**config.mk**
```make
export PLATFORM = sky130hd
export DESIGN_NAME = teensy_packet_receiver
export DESIGN_NICKNAME = d
export VERILOG_FILES = /design/src/rtl/teensy_link_pkg.sv /design/src/rtl/rs232c_receiver.sv /design/src/rtl/teensy_packet_receiver.sv
export SDC_FILE = /design/constraint.sdc
export NUM_CORES = 1
export LEC_CHECK = 0
export BUFFER_PORTS_ARGS = -buffer_cell sky130_fd_sc_hd__buf_2
export CAP_MARGIN = 15
export CELL_PAD_IN_SITES_DETAIL_PLACEMENT = 1
export CELL_PAD_IN_SITES_GLOBAL_PLACEMENT = 2
export CORE_ASPECT_RATIO = 1.1
export CORE_UTILIZATION = 37
export CTS_CLUSTER_SIZE = 16
export DETAILED_ROUTE_END_ITERATION = 7
export GPL_TIMING_DRIVEN = 1
export HOLD_SLACK_MARGIN = 0.05
export PLACE_DENSITY_LB_ADDON = 0.3
export SLEW_MARGIN = 25
export SYNTH_ARGS = -nofsm -noshare
export SYNTH_HDL_FRONTEND = slang
export SYNTH_SLANG_ARGS = --single-unit
```
**constraint.sdc**
```tcl
create_clock -name clk -period 3.3 [get_ports clk]
set_input_delay 0.165 -clock clk [delete_from_list [all_inputs] [get_ports clk]]
set_output_delay 0.165 -clock clk [all_outputs]
set_load 0.02 [all_outputs]
```
**src/rtl/teensy_link_pkg.sv**
```systemverilog
// Constants shared by the Teensy link transmit and receive sides.
package teensy_link_pkg;

    localparam logic [7:0] HEADER         = 8'hFF;
    localparam int         FRAME_BYTES    = 4;
    localparam int         POSTI_BYTES    = 4;
    localparam int         UART_BIT_WIDTH = 8;
    localparam int         PACKET_LEN     = 1 + FRAME_BYTES + POSTI_BYTES;

    localparam int         IDX_W = $clog2((FRAME_BYTES > POSTI_BYTES) ? FRAME_BYTES : POSTI_BYTES);

    localparam logic [1:0] P_WAIT_HDR = 2'd0;
    localparam logic [1:0] P_FRAME    = 2'd1;
    localparam logic [1:0] P_POSTI    = 2'd2;

endpackage

```
**src/rtl/rs232c_receiver.sv**
```systemverilog
// RS-232C character receiver: 8N1-style, LSB first, bit period latched at each start edge.
//
// state    | meaning
// RX_IDLE  | waiting for a falling edge on an armed (previously high) line
// RX_START | half-bit wait, then confirm start bit is still low
// RX_DATA  | sampling BIT_WIDTH data bits, one per bit period
// RX_STOP  | sampling the stop bit; high -> r_valid, low -> r_err
module rs232c_receiver #(
    parameter int BIT_WIDTH = 8
) (
    input  logic                 clk,
    input  logic                 n_rst,
    input  logic                 rxd,
    input  logic [31:0]          max_count,
    output logic [BIT_WIDTH-1:0] recv_data,
    output logic                 r_valid,
    output logic                 r_err
);

    localparam int BIT_IDX_W = $clog2(BIT_WIDTH + 1);

    localparam logic [1:0] RX_IDLE  = 2'd0;
    localparam logic [1:0] RX_START = 2'd1;
    localparam logic [1:0] RX_DATA  = 2'd2;
    localparam logic [1:0] RX_STOP  = 2'd3;

    logic [1:0]           state;
    logic                 rxd_s1;
    logic                 rxd_s2;
    logic [1:0]           sync_fill;
    logic                 armed;
    logic [31:0]          bit_period;
    logic [31:0]          bit_cnt;
    logic [BIT_IDX_W-1:0] bit_idx;
    logic [BIT_WIDTH-1:0] shift;
    logic                 sample;

    assign sample = (bit_cnt == 32'd0);

    // The synchroniser resets high, so its output is only trusted for arming once
    // real line samples have propagated through both flops.
    always_ff @(posedge clk or negedge n_rst) begin
        if (!n_rst) begin
            state      <= RX_IDLE;
            rxd_s1     <= 1'b1;
            rxd_s2     <= 1'b1;
            sync_fill  <= 2'b00;
            armed      <= 1'b0;
            bit_period <= 32'd0;
            bit_cnt    <= 32'd0;
            bit_idx    <= '0;
            shift      <= '0;
            recv_data  <= '0;
            r_valid    <= 1'b0;
            r_err      <= 1'b0;
        end else begin
            rxd_s1    <= rxd;
            rxd_s2    <= rxd_s1;
            sync_fill <= {sync_fill[0], 1'b1};
            r_valid   <= 1'b0;
            r_err     <= 1'b0;
            if (bit_cnt != 32'd0) begin
                bit_cnt <= bit_cnt - 32'd1;
            end

            case (state)
                RX_IDLE: begin
                    if (armed && !rxd_s2) begin
                        state      <= RX_START;
                        armed      <= 1'b0;
                        bit_period <= max_count;
                        bit_cnt    <= (max_count >> 1) - 32'd1;
                    end else if (sync_fill[1] && rxd_s2) begin
                        armed <= 1'b1;
                    end
                end
                RX_START: begin
                    if (sample) begin
                        if (rxd_s2) begin
                            state <= RX_IDLE;
                        end else begin
                            state   <= RX_DATA;
                            bit_cnt <= bit_period - 32'd1;
                            bit_idx <= '0;
                        end
                    end
                end
                RX_DATA: begin
                    if (sample) begin
                        shift   <= {rxd_s2, shift[BIT_WIDTH-1:1]};
                        bit_cnt <= bit_period - 32'd1;
                        if (bit_idx == BIT_IDX_W'(BIT_WIDTH - 1)) begin
                            state <= RX_STOP;
                        end else begin
                            bit_idx <= bit_idx + 1'b1;
                        end
                    end
                end
                RX_STOP: begin
                    if (sample) begin
                        state <= RX_IDLE;
                        if (rxd_s2) begin
                            r_valid   <= 1'b1;
                            recv_data <= shift;
                        end else begin
                            r_err <= 1'b1;
                        end
                    end
                end
                default: state <= RX_IDLE;
            endcase
        end
    end

endmodule

```
**src/rtl/teensy_packet_receiver.sv**
```systemverilog
// Teensy link packet decoder: header 0xFF, then frame number and position, each LSB byte first.
//
// state      | meaning
// P_WAIT_HDR | dropping bytes until a HEADER byte arrives
// P_FRAME    | collecting frame-number bytes into the shadow register
// P_POSTI    | collecting position bytes; last byte publishes the packet
module teensy_packet_receiver
    import teensy_link_pkg::*;
(
    input  logic                     clk,
    input  logic                     n_rst,
    input  logic                     Rxd,
    input  logic [31:0]              RxdMaxCount,
    input  logic [31:0]              TimeoutCount,
    output logic [FRAME_BYTES*8-1:0] FrameNum,
    output logic [POSTI_BYTES*8-1:0] PostiData,
    output logic                     DataValid,
    output logic                     SeqError,
    output logic                     FrameError,
    output logic                     TimeoutError
);

    logic [UART_BIT_WIDTH-1:0] rx_byte;
    logic                      byte_valid;
    logic                      byte_err;

    logic [1:0]                state;
    logic [IDX_W-1:0]          byte_idx;
    logic [FRAME_BYTES*8-1:0]  frame_sh;
    logic [POSTI_BYTES*8-1:0]  posti_sh;
    logic [POSTI_BYTES*8-1:0]  posti_next;
    logic                      first_pkt;
    logic [31:0]               to_cnt;
    logic                      timeout_hit;

    rs232c_receiver #(
        .BIT_WIDTH (UART_BIT_WIDTH)
    ) u_rx (
        .clk       (clk),
        .n_rst     (n_rst),
        .rxd       (Rxd),
        .max_count (RxdMaxCount),
        .recv_data (rx_byte),
        .r_valid   (byte_valid),
        .r_err     (byte_err)
    );

    // An arriving byte (good or bad) always takes precedence over the timeout.
    always_comb begin
        timeout_hit = (state != P_WAIT_HDR) && (TimeoutCount != 32'd0) &&
                      (to_cnt == TimeoutCount) && !byte_valid && !byte_err;
    end

    assign TimeoutError = timeout_hit;

    always_comb begin
        posti_next = posti_sh;
        posti_next[{byte_idx, 3'b000} +: 8] = rx_byte;
    end

    always_ff @(posedge clk or negedge n_rst) begin
        if (!n_rst) begin
            state      <= P_WAIT_HDR;
            byte_idx   <= '0;
            frame_sh   <= '0;
            posti_sh   <= '0;
            first_pkt  <= 1'b1;
            to_cnt     <= 32'd0;
            FrameNum   <= '0;
            PostiData  <= '0;
            DataValid  <= 1'b0;
            SeqError   <= 1'b0;
            FrameError <= 1'b0;
        end else begin
            DataValid  <= 1'b0;
            SeqError   <= 1'b0;
            FrameError <= 1'b0;

            if (state == P_WAIT_HDR || byte_valid) begin
                to_cnt <= 32'd0;
            end else begin
                to_cnt <= to_cnt + 32'd1;
            end

            if (byte_err) begin
                FrameError <= 1'b1;
                state      <= P_WAIT_HDR;
            end else if (byte_valid) begin
                case (state)
                    P_WAIT_HDR: begin
                        if (rx_byte == HEADER) begin
                            state    <= P_FRAME;
                            byte_idx <= '0;
                        end
                    end
                    P_FRAME: begin
                        frame_sh[{byte_idx, 3'b000} +: 8] <= rx_byte;
                        if (byte_idx == IDX_W'(FRAME_BYTES - 1)) begin
                            state    <= P_POSTI;
                            byte_idx <= '0;
                        end else begin
                            byte_idx <= byte_idx + 1'b1;
                        end
                    end
                    P_POSTI: begin
                        posti_sh <= posti_next;
                        if (byte_idx == IDX_W'(POSTI_BYTES - 1)) begin
                            state     <= P_WAIT_HDR;
                            FrameNum  <= frame_sh;
                            PostiData <= posti_next;
                            DataValid <= 1'b1;
                            SeqError  <= !first_pkt && (frame_sh != FrameNum + 1'b1);
                            first_pkt <= 1'b0;
                        end else begin
                            byte_idx <= byte_idx + 1'b1;
                        end
                    end
                    default: state <= P_WAIT_HDR;
                endcase
            end else if (timeout_hit) begin
                state <= P_WAIT_HDR;
            end
        end
    end

endmodule

```
==> qor.yml <==
clocking:
  cts_tree: "done"
  clock-sinks: 261
  cts_buffers: 29
  root_buffer: "clkbuf_16"
  clkSlewWorstSetupHoldPaths_ps: 60
  clock_path_buffers: 3
  htree_levels: 1
  clkLatencyLatePin_ps: 560
detailed_routing:
  vias_per_cell: 5.265
  ant_nets: 0
  num_vias: 11660
  drt_iter0_drc: 376
  drtPass1Iterations: 4
  wire_per_inst_um: 17.98
  drc: 0
  drt_wl_total_um: 39810
timing:
  rsz0062_at_grt: "false"
  period_minus_slack_ps: 3099
  slew_headroom_pct: 48.11
  clock.fmax_mhz: 322.7
  max_slew.worst_pin.slew_ps: 777.3
  final_hold_viol_count: 0
  skew_ps: 19.17
  slew_violations: 0
  hold_slack_ps: 169.0
  min_period_over_period_pct: 93.90
  fin_setup_tns_ps: 0
  setup-violations-final: 0
worst_setup_path:
  cp-startpoint: "FrameNum[0]$_DFFE_PN0P_"
  worstSetupEndpointType: "register"
  cp.required_ps: 3700
  path_max_fanout: 7
  reg2reg_from: "FrameNum[0]$_DFFE_PN0P_"
  r2r-end: "SeqError$_DFF_PN0_"
  cp.arrival_ps: 3500
  rr_worst_depth: 8
  crit_top_cell: "or4_1"
  crit_type: "reg -> reg"
  cpPeakStageDelay_ps: 580
  cp_cell_sequence: "ha_1 > nand4_1 > or4_1 > or3_1 > a22o_1 > or4_1 > nor4_1 > nor3_1"
  cp-start-kind: "register"
  cp_slowest_cell: "or4_1"
  reg2reg_slack_ps: 200
power_and_ir_drop:
  powerDensity_mw_per_mm2: 513.0
  peakVddDrop_mv: 0.3516
  p_leak_nw: 7.329
yosys:
  yosysTopAreaCell: "dfrtp_1"
  synth_top_area_share_pct: 45.92
  synth_area_per_cell_sq_um: 9.106
  synth_area_sq_mm: 0.01406
  ys_ff_latch: 261
  synth_cell_type_count: 68
  synth_enable_flop_cells: 0
  yosys-top-cells-count: "nand2_1 (310), dfrtp_1 (258), o21ai_0 (143)"
  yosys-top-cells-area: "dfrtp_1 (46%), nand2_1 (8.3%), xnor2_1 (6.4%), o21ai_0 (5.1%), xor2_1 (5.0%)"
  synth_cells: 1544
  ys_warn_count: 0
  async_flop_share_pct: 100.0
  yosysMostFrequentCell: "nand2_1"
  synth_flop_cell: "dfrtp_1"
  seq_area_frac_synth_pct: 46.48
  syn_nets: 1629
die:
  io-pin-count: 135
  rows: 74
  core_area_sq_mm: 0.03731
  die_width_um: 187.9
  die-area_sq_mm: 0.03878
  initial_core_util_pct: 37.68
  die_height_um: 206.5
layout:
  stdcell_area_sq_mm: 0.01666
  drive_gt1_share_pct: 15.87
  antenna_cells: 0
  nets: 1785
  area_growth_pct: 18.53
status:
  outcome: "completed"
grt:
  track_usage_pct: 21.01
  grt_pass1_wl_um: 65760
  antenna_found_initial: 0
  grt.overflow.total: 0
  grt_pass1_vias: 12370
  grt_max_degree: 78
placed_design:
  port_buffers: 134
  place_area_sq_mm: 0.01537
  globalplace.congestion: 0.8588
  hpwl_um: 29260
min_path:
  min_path_type: "in -> async"
job:
  maxCapViolations: 0
==> sequential cells by signal (all words and copies together), names as in the netlist, 4 cells and up, named ones only <==
register	count
u_rx.recv_data	8
PostiData	32
u_rx.shift	8
frame_sh	32
u_rx.bit_period	32
to_cnt	32
FrameNum	32
u_rx.bit_cnt	32
posti_sh	32
u_rx.bit_idx	4
==> metal layers <==
| metal | vias up | global-route usage [%] | share of wire (%) |
|---|---|---|---|
| met4 | 0 | 5.081 | 1.8 |
| met3 | 48 | 2.581 | 3.3 |
| met5 | - | 0 | 0 |
| met2 | 183 | 38.47 | 51 |
| li1 | 5714 | - | - |
| met1 | 5712 | 26.19 | 44 |
==> metrics by stage <==
stage / std cells / util (%) / worst slack [ps] / total power, mW
2_1_floorplan: 1544 / - / 460.1 / 4.847
3_3_place_gp: 2129 / 41.19 / 326.2 / 5.271
3_5_place_dp: 2129 / 41.19 / 269.2 / 5.337
4_1_cts: 2214 / 44.66 / 215.2 / 8.680
5_1_grt: 2214 / 44.66 / 54.16 / 9.021
6_report: 2214 / 44.66 / 201.4 / 8.549
==> cell type report <==
type                       count  area (sq um)
tap                          494         618.1
multi-input combinational   1181          7149
timing repair buffer         202          1314
inverter                      25         93.84
sequential                   261          6535
clock inverter                10         103.9
clock buffer                  41         850.8
fill                        4351         20650
==> power breakdown <==
part	leakage (nW)	switching [mW]	internal, mW
Clock	0.480	1.31	1.93
Sequential	3.47	0.481	3.62
Combinational	3.38	0.648	0.564
==> logic make-up after synthesis <==
kind of cell	count (synthesis)	share of synthesized area (%)
and+or+nand+nor	671	23.11
DFF	261	46.48
xor gates and xnor gates	182	11.34
other	1	0.02667
adders and majority gates	18	1.602
AOI/OAI and AO/OA	268	11.43
buffers and inverters	102	2.759
muxes	41	3.257
==> how the worst max path moves through the flow <==
stage                          to  slack (ps)  cells past startpoint
6_report       SeqError$_DFF_PN0_         200                      8
5_1_grt        SeqError$_DFF_PN0_          50                      8
4_1_cts              TimeoutError         220                      7
3_5_place_dp   SeqError$_DFF_PN0_         270                      8
3_3_place_gp   SeqError$_DFF_PN0_         330                      8
2_1_floorplan  SeqError$_DFF_PN0_         460                      8
==> placed cells by master, fill, tap and decap left out, types with 16 or more instances in the layout <==
master / instances
nor3_1: 45
buf_4: 31
nand3_1: 37
inv_1: 23
or4_1: 16
nor2_1: 73
dfrtp_1: 258
xor2_1: 80
dlygate4sd3_1: 34
a31oi_1: 35
or3_1: 24
nand2_1: 309
o21ai_0: 143
nor4_1: 31
a21oi_1: 18
nor2b_1: 36
ha_1: 18
mux2_2: 38
xnor2_1: 102
buf_2: 133
clkbuf_16: 29
nand4_1: 31
a22oi_1: 19
==> what timing repair did <==
action                                 in CTS  in global routing
endpoints found under the hold margin     119                  0
hold buffers                               34                  0
gates resized for setup                     0                  0
buffers inserted                            0                  0
==> critical path: cells and delay by family (launching register included) <==
kind	cells	cell delay [ps]
flops	1	440
simple gates	6	2020
compound gates	1	210
fa+ha+maj	1	290
(Power assumes the default switching activity.)
